===== src/rtl/cam_pkg.sv =====
// -----------------------------------------------------------------------------
// cam_pkg
// Shared types and constants for the camera frame-capture block.
//   cam_state_t            : capture FSM states
//   RGB_*_MSB / RGB_*_LSB  : bit positions of the RGB565 fields in a pixel word
//   CAM_DEFAULT_MAX_PIXELS : default frame-buffer capacity (160x120)
// -----------------------------------------------------------------------------
package cam_pkg;

  typedef enum logic [2:0] {
    IDLE       = 3'd0,
    WAIT_VS_HI = 3'd1,
    WAIT_VS_LO = 3'd2,
    CAPTURE    = 3'd3,
    DONE       = 3'd4
  } cam_state_t;

  // RGB565 word layout: {R5, G6, B5}
  localparam int RGB_R_MSB = 15;
  localparam int RGB_R_LSB = 11;
  localparam int RGB_G_MSB = 10;
  localparam int RGB_G_LSB = 5;
  localparam int RGB_B_MSB = 4;
  localparam int RGB_B_LSB = 0;

  localparam int CAM_DEFAULT_MAX_PIXELS = 19200;

endpackage


===== src/rtl/cam_frame_capture_if.sv =====
// -----------------------------------------------------------------------------
// cam_frame_capture_if
// Bundles the camera input bus, the control handshake and the frame-buffer
// write port of cam_frame_capture.
//   start, vsync, href, pix_byte      : camera/control side, into the capture block
//   busy, done, overflow              : status out of the capture block
//   wr_en, wr_addr, wr_data           : frame-buffer write port
//   frame_pixels                      : pixel count of the last completed frame
// Handshake: there is no back-pressure. start is a one-cycle request that is
// accepted only while busy is low; each wr_en pulse is a complete RAM write
// that the frame buffer must accept in that cycle; done is a one-cycle pulse.
// Modports: slave = capture block, master = environment driving the camera.
// -----------------------------------------------------------------------------
interface cam_frame_capture_if #(
  parameter int ADDR_W = 15
);

  logic              start;
  logic              vsync;
  logic              href;
  logic [7:0]        pix_byte;
  logic              busy;
  logic              done;
  logic              overflow;
  logic              wr_en;
  logic [ADDR_W-1:0] wr_addr;
  logic [7:0]        wr_data;
  logic [ADDR_W:0]   frame_pixels;

  modport slave (
    input  start, vsync, href, pix_byte,
    output busy, done, overflow, wr_en, wr_addr, wr_data, frame_pixels
  );

  modport master (
    output start, vsync, href, pix_byte,
    input  busy, done, overflow, wr_en, wr_addr, wr_data, frame_pixels
  );

endinterface


===== src/rtl/rgb565_to_8b.sv =====
// -----------------------------------------------------------------------------
// rgb565_to_8b
// Purely combinational reduction of an RGB565 pixel to one 8-bit value.
//   i_pix  [15:0] : RGB565 pixel {R5, G6, B5}
//   o_data [7:0]  : reduced pixel value
// Build option CAM_CAPTURE_GRAY_EN:
//   defined   : o_data = (r8 + 2*g8 + b8) >> 2, summed in 10 bits
//   undefined : o_data = red channel expanded to 8 bits {R5, R5[4:2]}
// Channels are widened to 8 bits by replicating their MSBs into the new LSBs,
// so full-scale inputs map to 0xFF.
// -----------------------------------------------------------------------------
module rgb565_to_8b
  import cam_pkg::*;
(
  input  logic [15:0] i_pix,
  output logic [7:0]  o_data
);

  logic [4:0] w_r5;
  logic [7:0] w_r8;

  assign w_r5 = i_pix[RGB_R_MSB:RGB_R_LSB];
  assign w_r8 = {w_r5, w_r5[4:2]};

`ifdef CAM_CAPTURE_GRAY_EN
  logic [5:0] w_g6;
  logic [4:0] w_b5;
  logic [7:0] w_g8;
  logic [7:0] w_b8;
  logic [9:0] w_sum;

  assign w_g6  = i_pix[RGB_G_MSB:RGB_G_LSB];
  assign w_b5  = i_pix[RGB_B_MSB:RGB_B_LSB];
  assign w_g8  = {w_g6, w_g6[5:4]};
  assign w_b8  = {w_b5, w_b5[4:2]};
  // Maximum sum is 255 + 510 + 255 = 1020, which fits in 10 bits.
  assign w_sum = {2'b00, w_r8} + {1'b0, w_g8, 1'b0} + {2'b00, w_b8};
  assign o_data = w_sum[9:2];
`else
  // Green and blue are not needed for the red-only output.
  logic w_unused_gb;
  assign w_unused_gb = ^{i_pix[RGB_G_MSB:RGB_G_LSB], i_pix[RGB_B_MSB:RGB_B_LSB]};
  assign o_data = w_r8;
`endif

endmodule


===== src/rtl/cam_frame_capture.sv =====
// -----------------------------------------------------------------------------
// cam_frame_capture
// Camera capture stage feeding the frame-buffer RAM. After start it waits for a
// clean frame start (vsync high then low), pairs camera bytes into RGB565
// pixels, decimates by 2^DECIM_SHIFT in both axes, reduces each kept pixel to
// 8 bits and issues one RAM write per kept pixel. Writes stop at MAX_PIXELS
// (overflow flags the excess); the frame completes at the next vsync rise.
// Ports:
//   clk     : camera pixel clock, all logic on the rising edge
//   rst     : synchronous active-high reset
//   bus     : cam_frame_capture_if.slave (camera inputs, status, RAM write port)
//   o_state : current FSM state, for debug/observation
// Build option CAM_CAPTURE_GRAY_EN selects grayscale instead of red-only
// output; the selection lives in rgb565_to_8b.
// -----------------------------------------------------------------------------
module cam_frame_capture
  import cam_pkg::*;
#(
  parameter int ADDR_W      = 15,
  parameter int MAX_PIXELS  = CAM_DEFAULT_MAX_PIXELS,
  parameter int DECIM_SHIFT = 2,
  parameter int LINE_W      = 10
) (
  input  logic                 clk,
  input  logic                 rst,
  cam_frame_capture_if.slave   bus,
  output cam_state_t           o_state
);

  localparam logic [LINE_W-1:0] DECIM_MASK = LINE_W'((1 << DECIM_SHIFT) - 1);
  localparam logic [ADDR_W:0]   MAX_CNT    = (ADDR_W + 1)'(MAX_PIXELS);

  cam_state_t        r_state;
  logic              r_href_d;
  logic              r_phase;      // 0: expecting high byte, 1: expecting low byte
  logic [7:0]        r_hi;
  logic [LINE_W-1:0] r_col;
  logic [LINE_W-1:0] r_line;
  logic [ADDR_W:0]   r_pix_cnt;
  logic              r_done;
  logic              r_overflow;
  logic              r_wr_en;
  logic [ADDR_W-1:0] r_wr_addr;
  logic [7:0]        r_wr_data;
  logic [ADDR_W:0]   r_frame_pixels;

  logic [15:0]       w_pix;
  logic [7:0]        w_conv;
  logic              w_keep;
  logic              w_line_end;
  logic              w_full;

  // The pixel is assembled from the latched high byte and the byte on the bus
  // now, so it converts in the same cycle the low byte arrives.
  assign w_pix      = {r_hi, bus.pix_byte};
  assign w_keep     = ((r_col & DECIM_MASK) == '0) && ((r_line & DECIM_MASK) == '0);
  assign w_line_end = r_href_d && !bus.href;
  assign w_full     = (r_pix_cnt == MAX_CNT);

  rgb565_to_8b u_conv (
    .i_pix  (w_pix),
    .o_data (w_conv)
  );

  always_ff @(posedge clk) begin
    if (rst) begin
      r_state        <= IDLE;
      r_href_d       <= 1'b0;
      r_phase        <= 1'b0;
      r_hi           <= '0;
      r_col          <= '0;
      r_line         <= '0;
      r_pix_cnt      <= '0;
      r_done         <= 1'b0;
      r_overflow     <= 1'b0;
      r_wr_en        <= 1'b0;
      r_wr_addr      <= '0;
      r_wr_data      <= '0;
      r_frame_pixels <= '0;
    end else begin
      r_wr_en  <= 1'b0;
      r_done   <= 1'b0;
      r_href_d <= bus.href;

      case (r_state)
        IDLE: begin
          if (bus.start) begin
            r_state    <= WAIT_VS_HI;
            r_overflow <= 1'b0;
            r_pix_cnt  <= '0;
          end
        end

        WAIT_VS_HI: begin
          if (bus.vsync) r_state <= WAIT_VS_LO;
        end

        WAIT_VS_LO: begin
          if (!bus.vsync) begin
            r_state <= CAPTURE;
            r_line  <= '0;
            r_col   <= '0;
            r_phase <= 1'b0;
          end
        end

        CAPTURE: begin
          if (bus.vsync) begin
            // Frame ends at once; any half-received pixel is dropped.
            r_state        <= DONE;
            r_done         <= 1'b1;
            r_frame_pixels <= r_pix_cnt;
            r_phase        <= 1'b0;
          end else if (w_line_end) begin
            // A dangling high byte from an odd-length line is discarded here.
            r_phase <= 1'b0;
            r_col   <= '0;
            r_line  <= r_line + 1'b1;
          end else if (bus.href) begin
            if (!r_phase) begin
              r_hi    <= bus.pix_byte;
              r_phase <= 1'b1;
            end else begin
              r_phase <= 1'b0;
              r_col   <= r_col + 1'b1;
              if (w_keep) begin
                if (w_full) begin
                  // Buffer full: flag it, keep the address where it is.
                  r_overflow <= 1'b1;
                end else begin
                  r_wr_en   <= 1'b1;
                  r_wr_addr <= r_pix_cnt[ADDR_W-1:0];
                  r_wr_data <= w_conv;
                  r_pix_cnt <= r_pix_cnt + 1'b1;
                end
              end
            end
          end
        end

        DONE: begin
          r_state <= IDLE;
        end

        default: begin
          r_state <= IDLE;
        end
      endcase
    end
  end

  assign bus.busy         = (r_state != IDLE);
  assign bus.done         = r_done;
  assign bus.overflow     = r_overflow;
  assign bus.wr_en        = r_wr_en;
  assign bus.wr_addr      = r_wr_addr;
  assign bus.wr_data      = r_wr_data;
  assign bus.frame_pixels = r_frame_pixels;
  assign o_state          = r_state;

endmodule


===== src/flat_wrapper.sv =====
// flat-port wrapper written by rule: the top's interface ports become plain ports
module cam_frame_capture_flat import cam_pkg::*;
#(
  parameter int ADDR_W      = 15,
  parameter int MAX_PIXELS  = CAM_DEFAULT_MAX_PIXELS,
  parameter int DECIM_SHIFT = 2,
  parameter int LINE_W      = 10
)
  (clk, rst, o_state, bus_start, bus_vsync, bus_href, bus_pix_byte, bus_busy, bus_done, bus_overflow, bus_wr_en, bus_wr_addr, bus_wr_data, bus_frame_pixels);
  cam_frame_capture_if #(.ADDR_W(ADDR_W)) bus_i ();
  input  logic clk;
  input  logic rst;
  output cam_state_t o_state;
  input wire logic [$bits(bus_i.start)-1:0] bus_start;
  input wire logic [$bits(bus_i.vsync)-1:0] bus_vsync;
  input wire logic [$bits(bus_i.href)-1:0] bus_href;
  input wire logic [$bits(bus_i.pix_byte)-1:0] bus_pix_byte;
  output wire logic [$bits(bus_i.busy)-1:0] bus_busy;
  output wire logic [$bits(bus_i.done)-1:0] bus_done;
  output wire logic [$bits(bus_i.overflow)-1:0] bus_overflow;
  output wire logic [$bits(bus_i.wr_en)-1:0] bus_wr_en;
  output wire logic [$bits(bus_i.wr_addr)-1:0] bus_wr_addr;
  output wire logic [$bits(bus_i.wr_data)-1:0] bus_wr_data;
  output wire logic [$bits(bus_i.frame_pixels)-1:0] bus_frame_pixels;
  assign bus_i.start = bus_start;
  assign bus_i.vsync = bus_vsync;
  assign bus_i.href = bus_href;
  assign bus_i.pix_byte = bus_pix_byte;
  assign bus_busy = bus_i.busy;
  assign bus_done = bus_i.done;
  assign bus_overflow = bus_i.overflow;
  assign bus_wr_en = bus_i.wr_en;
  assign bus_wr_addr = bus_i.wr_addr;
  assign bus_wr_data = bus_i.wr_data;
  assign bus_frame_pixels = bus_i.frame_pixels;
  cam_frame_capture #(.ADDR_W(ADDR_W), .MAX_PIXELS(MAX_PIXELS), .DECIM_SHIFT(DECIM_SHIFT), .LINE_W(LINE_W)) u_core (.clk(clk), .rst(rst), .bus(bus_i), .o_state(o_state));
endmodule

===== config.mk =====
export PLATFORM = sky130hd
export DESIGN_NAME = cam_frame_capture_flat
export DESIGN_NICKNAME = d
export VERILOG_FILES = /design/src/rtl/cam_pkg.sv /design/src/rtl/cam_frame_capture_if.sv /design/src/rtl/rgb565_to_8b.sv /design/src/rtl/cam_frame_capture.sv /design/src/flat_wrapper.sv
export SDC_FILE = /design/constraint.sdc
export NUM_CORES = 1
export LEC_CHECK = 0
export BUFFER_PORTS_ARGS = -buffer_cell sky130_fd_sc_hd__buf_4
export CELL_PAD_IN_SITES_DETAIL_PLACEMENT = 2
export CELL_PAD_IN_SITES_GLOBAL_PLACEMENT = 2
export CORE_ASPECT_RATIO = 0.8
export CORE_UTILIZATION = 33
export CTS_BUF_LIST = sky130_fd_sc_hd__clkbuf_16
export CTS_CLUSTER_SIZE = 40
export DETAILED_ROUTE_END_ITERATION = 6
export GPL_ROUTABILITY_DRIVEN = 0
export PLACE_DENSITY = 0.81
export SLEW_MARGIN = 20
export SYNTH_ARGS = -nofsm -noshare
export SYNTH_HDL_FRONTEND = slang
export SYNTH_HIERARCHICAL = 1
export SYNTH_SLANG_ARGS = --single-unit

===== constraint.sdc =====
create_clock -name clk -period 2.6 [get_ports clk]
set_input_delay 0.39 -clock clk [delete_from_list [all_inputs] [get_ports clk]]
set_output_delay 0.39 -clock clk [all_outputs]
set_load 0.03 [all_outputs]

==> reports/qor.txt <==
# rows - 30
Syn Nets - 367
Crit. End Element - register
max incr delay on CP - 530 ps
Antenna Cells - 0
Worst-Skew Late Latency - 330 ps
Post-Layout Cell Count - 517
via count - 2694
clock network power share - 49.1%
total negative slack - 0 ps
placed instance count - 501
htree depth - 3
Worst setup SP type - register
first-pass GRT wire length - 14800 um
worst slew pin tran - 742 ps
clock transition at the registers of the reported paths - 50 ps
fraction of layout instances using a drive strength above 1 - 21.0%
core box area - 8710 um^2
CTS Root Cell - clkbuf_16
synthesized cell area - 3050 um^2
slowest CP cell - or4b_4
PwrDens - 624 nW/um^2
Worst Path Arrival - 2400 ps
Detailed Place HPWL - 6140 um
RSZ-0062 raised after global routing - false
hold crit path type - primary input to register
DRC viols - 0
Critical Path RT - 2790 ps
WP buf/inv - 1
pin count of the biggest net entering global routing - 74
crit-path max FO - 31
kind of critical path - register to register
final period utilization - 85.1%
DR pass1 iterations - 4
Sequential Power Share - 46.6%
Final Max Tran Viols - 0
port buffer count - 55
total CTS buffers - 9
worst rel slew slack - 50.5%
Net count, final - 417
1st-iter DRT viols - 131
leakage - 1.50 nW
sw frac - 22.2%
gr ovfl total - 0
Initial Util - 35.0%
Syn Area/Cell - 8.70 um^2
area grow syn2layout - 25.9%
Vias/cell - 5.21
crit-path cells - or4b_4, nor4_4, a21oi_4, buf_12, mux2i_1, nor2_1
overall die height - 87.9 um
P_int - 0.00186 W
die area - 9620 um^2
Comb pwr share - 4.3%
Period minus WS final - 2210 ps
maximum clock rate - 452 MHz
clk sinks - 72
Cells after Synth - 350
number of global-route vias before repair - 2796
die width - 109 um
CP delay by family, top - simple AND/OR/NAND/NOR gates
Max Cap Viol - 0
Max rail drop VDD - 285 uV
Psw - 0.000531 W
Yosys warnings - 6
antenna viol nets, final - 0
Worst Clk Skew - 5.63 ps
# setup viols final - 0
status - finished clean
Hold Violations, Final - 0
gr usage total - 20.6%
antenna violations before repair - 0
Post-CTS Setup Repair Bufs - 0
Ports - 59
Avg WL per Cell - 17.7 um
CTS tree - built
drt total wl - 9130 um
CTS max path bufs - 2
cts hold-fix bufs - 0
Post-CTS Resized - 0
-- placed cells by master (no fill, tap or decap), types with 2 or more instances in the layout --
master	count
and2_1	2
nand2_1	46
dfxtp_1	72
nor2b_1	2
buf_4	67
and4_1	2
nand4_1	6
inv_1	13
a32o_1	3
clkinv_2	2
nor2_1	46
a211oi_1	2
a311oi_1	3
nand3b_1	6
o21ai_0	12
and3_1	4
clkinv_1	2
nand3_1	3
a21oi_1	34
clkbuf_16	9
ha_1	4
nor4_1	2
nor3_1	12
or4b_1	2
mux2i_1	28
-- final timing paths --
check	startpoint	end	slack, ps	cells after the start
max	u_core/r_pix_cnt[14]$_SDFFE_PP0P_	u_core/bus.wr_data[1]$_SDFFE_PP0P_	390	6
min reg2reg	u_core/bus.frame_pixels[8]$_SDFFE_PP0P_	u_core/bus.frame_pixels[8]$_SDFFE_PP0P_	460	2
max reg2reg	u_core/r_pix_cnt[14]$_SDFFE_PP0P_	u_core/bus.wr_data[1]$_SDFFE_PP0P_	390	6
min	bus_pix_byte[5]	u_core/r_hi[5]$_SDFFE_PP0P_	290	3
-- per-layer routing --
| layer | wire, um | vias up | GRT usage, % |
|---|---|---|---|
| li1 | - | 1298 | - |
| met5 | 0 | - | 0 |
| met2 | 4360 | 54 | 34.4 |
| met1 | 4200 | 1333 | 26.2 |
| met3 | 488 | 9 | 5.95 |
| met4 | 87 | 0 | 5.09 |
-- sequential cells by signal (all words and copies together) (netlist names) --
signal,flops
u_core/bus.wr_addr,15
u_core/r_href_d,1
u_core/bus.overflow,1
u_core/r_line,2
u_core/r_phase,1
u_core/r_hi,5
u_core/bus.frame_pixels,16
u_core/r_col,2
u_core/bus.wr_data,8
u_core/r_pix_cnt,16
u_core/bus.done,1
u_core/bus.wr_en,1
u_core/o_state,3
-- final cells by class --
type	count	area (um^2)
Fill cell	980	4870
Sequential cell	72	1440
Clock buffer	9	225
Inverter	11	41.3
Clock inverter	7	55.1
Multi-Input combinational cell	238	1410
Tap cell	112	140
Timing Repair Buffer	68	523
-- through the flow --
stage / cell area, um^2 / total power [W] / hold WS (ps) / utilization (%) / worst slack, ps
after global routing: 3830 / 0.00248 / 320 / 44.0 / 293
after detailed placement: 3550 / 0.00124 / 455 / 40.8 / 383
after CTS: 3830 / 0.00243 / 287 / 44.0 / 366
after floorplan: 3050 / 0.00120 / 432 / - / 612
final: 3830 / 0.00239 / 295 / 44.0 / 388
after global placement: 3550 / 0.00124 / 441 / 40.8 / 579
-- worst reg2reg max path, delay by kind of cell (launching register included) --
kind,cells,cell delay [ps]
buf+inv,1,190
flops,1,480
compound gates,1,120
simple gates,3,1050
mux,1,230
-- power groups by stage --
stage                     registers, W  clock network, W  logic [W]
after global placement         0.00114                 0  0.0000995
after CTS                      0.00111           0.00121   0.000104
final                          0.00111           0.00118   0.000104
after global routing           0.00111           0.00125   0.000114
after detailed placement       0.00114                 0   0.000102
after floorplan                0.00114                 0  0.0000558
No activity file was read; power rests on OpenSTA's default activity.
